## config.mk

```make
export PLATFORM = sky130hd
export DESIGN_NAME = core_seq_flat
export DESIGN_NICKNAME = d
export VERILOG_FILES = /design/src/rtl/core_seq_if.sv /design/src/rtl/core_seq.sv /design/src/flat_wrapper.sv
export SDC_FILE = /design/constraint.sdc
export NUM_CORES = 1
export LEC_CHECK = 0
export BUFFER_PORTS_ARGS = -buffer_cell sky130_fd_sc_hd__buf_2
export CAP_MARGIN = 20
export CORE_UTILIZATION = 57
export DETAILED_ROUTE_END_ITERATION = 12
export PLACE_DENSITY = 0.84
export SLEW_MARGIN = 5
export SYNTH_ARGS = -nofsm -noshare
export SYNTH_HDL_FRONTEND = slang
export SYNTH_SLANG_ARGS = --single-unit
```

## constraint.sdc

```tcl
create_clock -name clk -period 4.5 [get_ports clk]
set_input_delay 0.9 -clock clk [delete_from_list [all_inputs] [get_ports clk]]
set_output_delay 0.9 -clock clk [all_outputs]
set_load 0.01 [all_outputs]
```

## src/rtl/core_seq_if.sv

```systemverilog
// core_seq_if: the core's shared memory port (request/ack handshake)
interface core_seq_if;
    logic mem_req;
    logic mem_we;
    logic mem_inst;
    logic mem_ack;
    modport master(output mem_req, mem_we, mem_inst, input mem_ack);
    modport slave(input mem_req, mem_we, mem_inst, output mem_ack);
endinterface

```

## src/rtl/core_seq.sv

```systemverilog
// core_seq: multi-cycle RV32I sequencer driving datapath enables and the shared memory port
module core_seq #(
    parameter int XLEN = 32,
    parameter int TO_W = 8
) (
    input  logic            clk,
    input  logic            rst_n,
    core_seq_if.master      bus,
    input  logic            is_load,
    input  logic            is_store,
    input  logic            is_branch,
    input  logic            is_jmp,
    input  logic            rd_w,
    input  logic            illegal,
    input  logic            br_taken,
    output logic            ir_we,
    output logic            mdr_we,
    output logic            pc_we,
    output logic            pc_sel,
    output logic            rf_we,
    output logic [1:0]      rf_src,
    output logic            halted,
    output logic [1:0]      fault,
    output logic [XLEN-1:0] retired
);
    typedef enum logic [2:0] {FETCH, DECODE, EXEC, MEM, WB, HALT} state_t;
    localparam logic [TO_W-1:0] TO_LAST = ~TO_W'(1);
    state_t          state;
    logic            taken;
    logic [TO_W-1:0] to_cnt;
    logic            req;
    logic            expired;
    assign req     = state == FETCH || state == MEM;
    // this un-acked cycle is the (2^TO_W-1)th in a row
    assign expired = !bus.mem_ack && to_cnt == TO_LAST;
    always_ff @(posedge clk or negedge rst_n) begin
        if (!rst_n) begin
            state   <= FETCH;
            taken   <= 1'b0;
            to_cnt  <= '0;
            fault   <= 2'b00;
            retired <= '0;
        end else begin
            to_cnt <= (req && !bus.mem_ack) ? to_cnt + 1'b1 : '0;
            case (state)
                FETCH: begin
                    if (bus.mem_ack) state <= DECODE;
                    else if (expired) begin
                        state <= HALT;
                        fault <= 2'b10;
                    end
                end
                DECODE: begin
                    if (illegal) begin
                        state <= HALT;
                        fault <= 2'b01;
                    end else state <= EXEC;
                end
                EXEC: begin
                    taken <= is_jmp | (is_branch & br_taken);
                    state <= (is_load | is_store) ? MEM : WB;
                end
                MEM: begin
                    if (bus.mem_ack) state <= WB;
                    else if (expired) begin
                        state <= HALT;
                        fault <= 2'b10;
                    end
                end
                WB: begin
                    retired <= retired + 1'b1;
                    taken   <= 1'b0;
                    state   <= FETCH;
                end
                default: state <= HALT;
            endcase
        end
    end
    assign bus.mem_req  = req;
    assign bus.mem_we   = state == MEM && is_store;
    assign bus.mem_inst = state == FETCH;
    assign ir_we        = state == FETCH && bus.mem_ack;
    assign mdr_we       = state == MEM && bus.mem_ack && is_load;
    assign pc_we        = state == WB;
    assign pc_sel       = state == WB && taken;
    assign rf_we        = state == WB && rd_w;
    assign rf_src       = state != WB ? 2'b00 : is_jmp ? 2'b10 : is_load ? 2'b01 : 2'b00;
    assign halted       = state == HALT;
endmodule

```

## src/flat_wrapper.sv

```systemverilog
// flat-port wrapper written by rule: the top's interface ports become plain ports
module core_seq_flat 
#(
    parameter int XLEN = 32,
    parameter int TO_W = 8
)
  (clk, rst_n, is_load, is_store, is_branch, is_jmp, rd_w, illegal, br_taken, ir_we, mdr_we, pc_we, pc_sel, rf_we, rf_src, halted, fault, retired, bus_mem_req, bus_mem_we, bus_mem_inst, bus_mem_ack);
  core_seq_if bus_i ();
  input  logic clk;
  input  logic rst_n;
  input  logic is_load;
  input  logic is_store;
  input  logic is_branch;
  input  logic is_jmp;
  input  logic rd_w;
  input  logic illegal;
  input  logic br_taken;
  output logic ir_we;
  output logic mdr_we;
  output logic pc_we;
  output logic pc_sel;
  output logic rf_we;
  output logic [1:0] rf_src;
  output logic halted;
  output logic [1:0] fault;
  output logic [XLEN-1:0] retired;
  output wire logic [$bits(bus_i.mem_req)-1:0] bus_mem_req;
  output wire logic [$bits(bus_i.mem_we)-1:0] bus_mem_we;
  output wire logic [$bits(bus_i.mem_inst)-1:0] bus_mem_inst;
  input wire logic [$bits(bus_i.mem_ack)-1:0] bus_mem_ack;
  assign bus_mem_req = bus_i.mem_req;
  assign bus_mem_we = bus_i.mem_we;
  assign bus_mem_inst = bus_i.mem_inst;
  assign bus_i.mem_ack = bus_mem_ack;
  core_seq #(.XLEN(XLEN), .TO_W(TO_W)) u_core (.clk(clk), .rst_n(rst_n), .bus(bus_i), .is_load(is_load), .is_store(is_store), .is_branch(is_branch), .is_jmp(is_jmp), .rd_w(rd_w), .illegal(illegal), .br_taken(br_taken), .ir_we(ir_we), .mdr_we(mdr_we), .pc_we(pc_we), .pc_sel(pc_sel), .rf_we(rf_we), .rf_src(rf_src), .halted(halted), .fault(fault), .retired(retired));
endmodule
```

### After elaboration in Yosys (flattened, before gate mapping)

Index checks and enable logic that the tools add are counted.

| word-level totals | value |
|---|---|
| output and inout bits | 45 |
| bits of input ports | 10 |
| word-level logic and storage cells | 50 |
| register bits | 46 |

| operators by class | value |
|---|---|
| equality and inequality tests | 10 |
| multiplexer cells | 15 |
| reductions and logical operators | 15 |
| bitwise gates (word level) | 3 |
| $add $sub $neg | 2 |

Operators by type and width:

| kind | count |
|---|---|
| $add 32x1->32 const B | 1 |
| $mux 3 | 5 |
| $pmux 3 s5 | 1 |
| $mux 2 | 5 |
| $add 8x1->8 const B | 1 |
| $eq 8x8->1 const B | 1 |
| $logic_and 1x1->1 | 8 |
| $mux 8 | 1 |
| $eq 3x2->1 const B | 2 |
| $eq 3x3->1 const B | 2 |
| $ne 2x2->1 const B | 2 |
| $pmux 2 s2 | 1 |
| $reduce_and 4->1 | 1 |
| $reduce_bool 2->1 | 2 |
| $eq 3x1->1 const B | 1 |
| $logic_not 3->1 | 1 |
| $ne 3x3->1 const B | 1 |
| $ne 2x1->1 const B | 1 |
| $or 1x1->1 | 2 |
| $pmux 1 s2 | 1 |
| $reduce_or 2->1 | 1 |
| $and 1x1->1 | 1 |
| $logic_not 1->1 | 1 |
| $logic_or 1x1->1 | 1 |
| $mux 1 | 1 |

### Logic depth before layout (Yosys ltp)

| logic depth | value |
|---|---|
| depth after elaboration | 5 |
| depth in mapped cells | 6 |
| depth with buffers taken out | 5 |

### Worst setup path after synthesis

No wires, ideal clock.

| path | value |
|---|---|
| path kind | register -> output |
| start | register u_core.state[1] |
| end | output ir_we |
| path buffers | 1 |
| arrival | 1.273 ns |
| setup slack | 2.327 ns |
| stages on the path, launching flop included | 5 |
| cells stage by stage | dfrtp_1 > clkbuf_1 > or2_2 > nor2_1 > and2_1 |

| on the way | value |
|---|---|
| word-level cells in the longest chain between the ends | 2 |

RTL lines:

| what | RTL line | RTL |
|---|---|---|
| start, declared | core_seq.sv:28 | `state_t state;` |
| start signal, assigned | core_seq.sv:61 | `state <= (is_load \| is_store) ? MEM : WB;` |
| $logic_not 3->1 | n/a |  |
| named net bus_mem_inst | flat_wrapper.sv:29 | `output wire logic [$bits(bus_i.mem_inst)-1:0] bus_mem_inst;` |
| $logic_and 1x1->1 | core_seq.sv:82 | `assign ir_we = state == FETCH && bus.mem_ack;` |
| end, declared | flat_wrapper.sv:18 | `output logic ir_we;` |

The timed path passes the listed nets, and every way through them passes these cells.

### Worst setup path after layout

| path | value |
|---|---|
| start | register u_core.state[1] |
| end | output rf_src[0] |

| on the way | value |
|---|---|
| word-level cells in the longest chain between the ends | 2 |

RTL lines:

| what | RTL line | RTL |
|---|---|---|
| $ne 3x3->1 | core_seq.sv:87 | `assign rf_src = state != WB ? 2'b00 : is_jmp ? 2'b10 : is_load ? 2'b01 : 2'b00;` |
| $mux 2 | core_seq.sv:87 |  |
| end, declared | flat_wrapper.sv:23 | `output logic [1:0] rf_src;` |

Every way passes these cells.

==> summary.md <==
| Metric | Value |
|---|---|
| Post-Route Skew | 0.00657 ns |
| Total I/O pin count | 55 |
| Headroom to the max-slew limit | 26.0% |
| Largest fanout of any net on the critical path | 14 |
| Largest buffer count on any clock path | 2 |
| Top flip-flop cell by instance count after synthesis | sky130_fd_sc_hd__dfrtp_1 |
| Master cell of the clock root buffer | sky130_fd_sc_hd__clkbuf_8 |
| Number of instances in the synthesized netlist | 223 |
| Part of the Yosys area used for sequential elements | 50.7% |
| Logic pwr share | 27.6% |
| Worst reg2reg path startpoint | u_core.state[2] |
| Number of different library cells in the post-synthesis netlist | 37 |
| Per-cell routed wire length | 14.1 um |
| RSZ-0062 raised after global routing | false |
| Share of layout cells above drive strength 1 | 24.0% |
| Critical path start-end classification | register to output port |
| Initial drt markers | 132 |
| Total Die Area | 4240 um^2 |
| Upper clock frequency limit | 0.401 GHz |
| Via-per-instance ratio | 5.68 |
| Number of cells on the worst reg-to-reg path | 4 |
| Post-cts gate resize count | 0 |
| Cell types occupying the most area after synthesis | sky130_fd_sc_hd__dfrtp_1, sky130_fd_sc_hd__xor2_1, sky130_fd_sc_hd__xnor2_1 |
| DRC Markers | 0 |
| Overall die width | 65.1 um |
| Critical path destination | rf_src[0] |
| # hold bufs at CTS | 0 |
| Area growth from synthesis to final layout | 17.7% |
| Combined area of all synthesized cells | 2270 um^2 |
| Slew at the pin closest to its max-slew limit | 1.10 ns |
| Cell chain of the critical path | nor2_1, nand2_1, nor3b_1, buf_2 |
| Clock insertion delay at the later pin of the skew report | 0.30 ns |
| Final worst path period need | 2.49 ns |
| Clock Pin Slew Worst Setup and Hold Paths | 0.08 ns |
| Outcome | finished, final reports clean |
| Total overflow reported by the global router | 0 |
| Setup TNS Final | 0 ns |
| Highest ir drop seen on vdd | 0.306 mV |
| Path type of the worst min-delay path | primary input to asynchronous set/reset pin |
| Reg-to-Reg End | u_core.retired[17] |
| Asr flop ratio synth | 100% |
| Clock network fraction of design power | 22.1% |
| Die Ht | 65.1 um |
| Critical path's largest stage delay | 0.51 ns |
| Number of clock buffers inserted by TritonCTS | 5 |
| Number of hold violations in the final report | 0 |
| Most frequent cell after synthesis | sky130_fd_sc_hd__dfrtp_1 |
| Count of flip-flops with a built-in enable after synthesis | 0 |
| Number of setup violations in the final report | 0 |
| Count of standard-cell rows | 22 |
| Final-layout fill cell count | 284 |
| Global placer's final weighted congestion | 0.779 |
| CP delay by family, top | simple AND/OR/NAND/NOR gates |
| Setup slack of the worst register-to-register path | 2.14 ns |
| Post-synthesis cell type with the largest combined area | sky130_fd_sc_hd__dfrtp_1 |
| Data required time at the worst endpoint | 3.60 ns |
| Portion of the clock cycle consumed by the worst path in the final layout | 55.4% |
| Sw Pwr | 0.000367 W |
| Hold Worst Slack | 0.477 ns |
| Post-CTS setup repair buffer count | 0 |
| Levels on crit path | 4 |
| Total power density per cell area | 397 nW/um^2 |
| Detailed-route via count | 1,858 |
| Final-report max-slew violation count | 0 |
| Largest net degree at the start of global routing | 47 |
| Number of sinks handled by clock tree synthesis | 46 |
| Arrival time reported for the critical path endpoint | 1.59 ns |
| First-pass detailed-route iteration total | 4 |
| Highest-delay cell along the critical path | sky130_fd_sc_hd__dfrtp_1 |
| Static power due to leakage | 1.41 nW |
| Worst slack at placement | 2.18 ns |
| Antenna Diode Count | 0 |
| Number of max-cap violations | 0 |
| Post-detailed-placement half-perimeter wirelength | 3.32 mm |
| Commonest cells post-synth | sky130_fd_sc_hd__dfrtp_1, sky130_fd_sc_hd__xor2_1, sky130_fd_sc_hd__nor2_1 |
| All-layer global routing usage | 24.3% |
| Global-route wire length before repair | 7.87 mm |
| Wire length after detailed routing | 4.60 mm |
| Post-synthesis register bit count | 46 |
| Worst Setup Start Kind | register |
| Buffers and inverters on the worst path | 1 |
| Post-layout instance area | 2670 um^2 |
| Post-detailed-placement cell area | 2570 um^2 |
| Nature of the critical path endpoint | output port |
| Net Sw Frac | 34.6% |
| Register share of total power | 50.3% |
| Number of H-tree levels | 2 |
| Number of nets with antenna violations after detailed routing | 0 |
| Core ar. | 3740 um^2 |
| Yosys Warn Count | 0 |
| Launching instance or port of the critical path | u_core.state[1] |
| Share of the synthesized area in the top cell type | 50.7% |
| Vias in the first global route | 1,819 |
| Avg Synthesized Cell Area | 10.2 um^2 |
| Synthesized Nets | 236 |
| # nets final | 292 |
| Minimum setup slack in the final design | 2.01 ns |
| Design Power | 0.00106 W |
| Effective utilization at floorplan | 60.7% |
| IO buf count | 54 |
| Internal power summed over all cells | 0.000693 W |
| Initial antenna violation count | 0 |
| Clock tree from TritonCTS | yes |
final cells by class:
| type | instances | area (um^2) | area share, % |
|---|---|---|---|
| clock buffer | 5 | 68.8 | 2.57 |
| timing repair buffer | 55 | 290 | 10.9 |
| tap | 48 | 60.1 | 2.25 |
| inverter | 7 | 26.3 | 0.983 |
| sequential | 46 | 1150 | 43.1 |
| multi-input combinational | 164 | 1070 | 39.9 |
| clock inverter | 2 | 10.0 | 0.375 |
cells by family after synthesis:
logic type | Yosys count | share of synthesized area, %
muxes | 1 | 0.496
xor gates and xnor gates | 37 | 14.3
AOI/OAI and AO/OA | 15 | 4.35
buffers and inverters | 13 | 2.37
and+or+nand+nor | 108 | 26.2
adders and majority gates | 3 | 1.65
DFF | 46 | 50.7
sequential cells by signal (all words and copies together), names as in the netlist:
name and flops:
u_core.fault 2, u_core.retired 32, u_core.state 3, u_core.taken 1, u_core.to_cnt 8
worst min path at each step:
stage	slack [ns]	to	cells after the start
global placement	0.46	u_core.retired[31]	1
CTS	0.49	u_core.retired[31]	1
detailed placement	0.48	u_core.fault[1]	2
floorplan	0.49	u_core.to_cnt[0]	1
finish	0.48	u_core.retired[15]	1
global route	0.48	u_core.retired[15]	1
worst reg2reg max path, stage by stage, from the launching register on:
cell and delay, ns:
sky130_fd_sc_hd__dfrtp_1 0.60, sky130_fd_sc_hd__nand4bb_1 0.32, sky130_fd_sc_hd__nor3_1 0.92, sky130_fd_sc_hd__nand4_1 0.23, sky130_fd_sc_hd__xnor2_1 0.18
per-layer routing:
metal  global-route usage (%)  vias to the layer above  routed length, um
li1                         -                      887                  -
met1                     28.7                      910               1980
met2                     42.3                       56               2320
met3                     6.42                        5                252
met4                     9.24                        0                 51
met5                        0                        -                  0
cell usage in the layout, fill, tap and decap left out, types with 4 or more instances in the layout:
master / n
sky130_fd_sc_hd__buf_2: 54
sky130_fd_sc_hd__dfrtp_1: 46
sky130_fd_sc_hd__xor2_1: 23
sky130_fd_sc_hd__nor2_1: 21
sky130_fd_sc_hd__nand2_1: 19
sky130_fd_sc_hd__xnor2_1: 14
sky130_fd_sc_hd__nand4_1: 12
sky130_fd_sc_hd__nand3_1: 11
sky130_fd_sc_hd__and3_1: 9
sky130_fd_sc_hd__nor3_1: 9
sky130_fd_sc_hd__inv_1: 7
sky130_fd_sc_hd__a21oi_1: 6
sky130_fd_sc_hd__clkbuf_8: 5
sky130_fd_sc_hd__and4_1: 4
sky130_fd_sc_hd__nand2b_1: 4
power by group through the flow:
stage / logic [W] / clock network, W / registers (W)
2_1_floorplan: 0.000215 / 0 / 0.000514
3_3_place_gp: 0.000288 / 0 / 0.000538
3_5_place_dp: 0.000293 / 0 / 0.000541
4_1_cts: 0.000294 / 0.000246 / 0.000533
5_1_grt: 0.000329 / 0.000258 / 0.000544
6_report: 0.000293 / 0.000234 / 0.000533
metrics by stage:
step	instances	utilization [%]
global placement	319	68.8
global route	327	71.4
detailed placement	319	68.8
CTS	326	70.9
floorplan	223	-
finish	327	71.4
(Power assumes the default switching activity.)
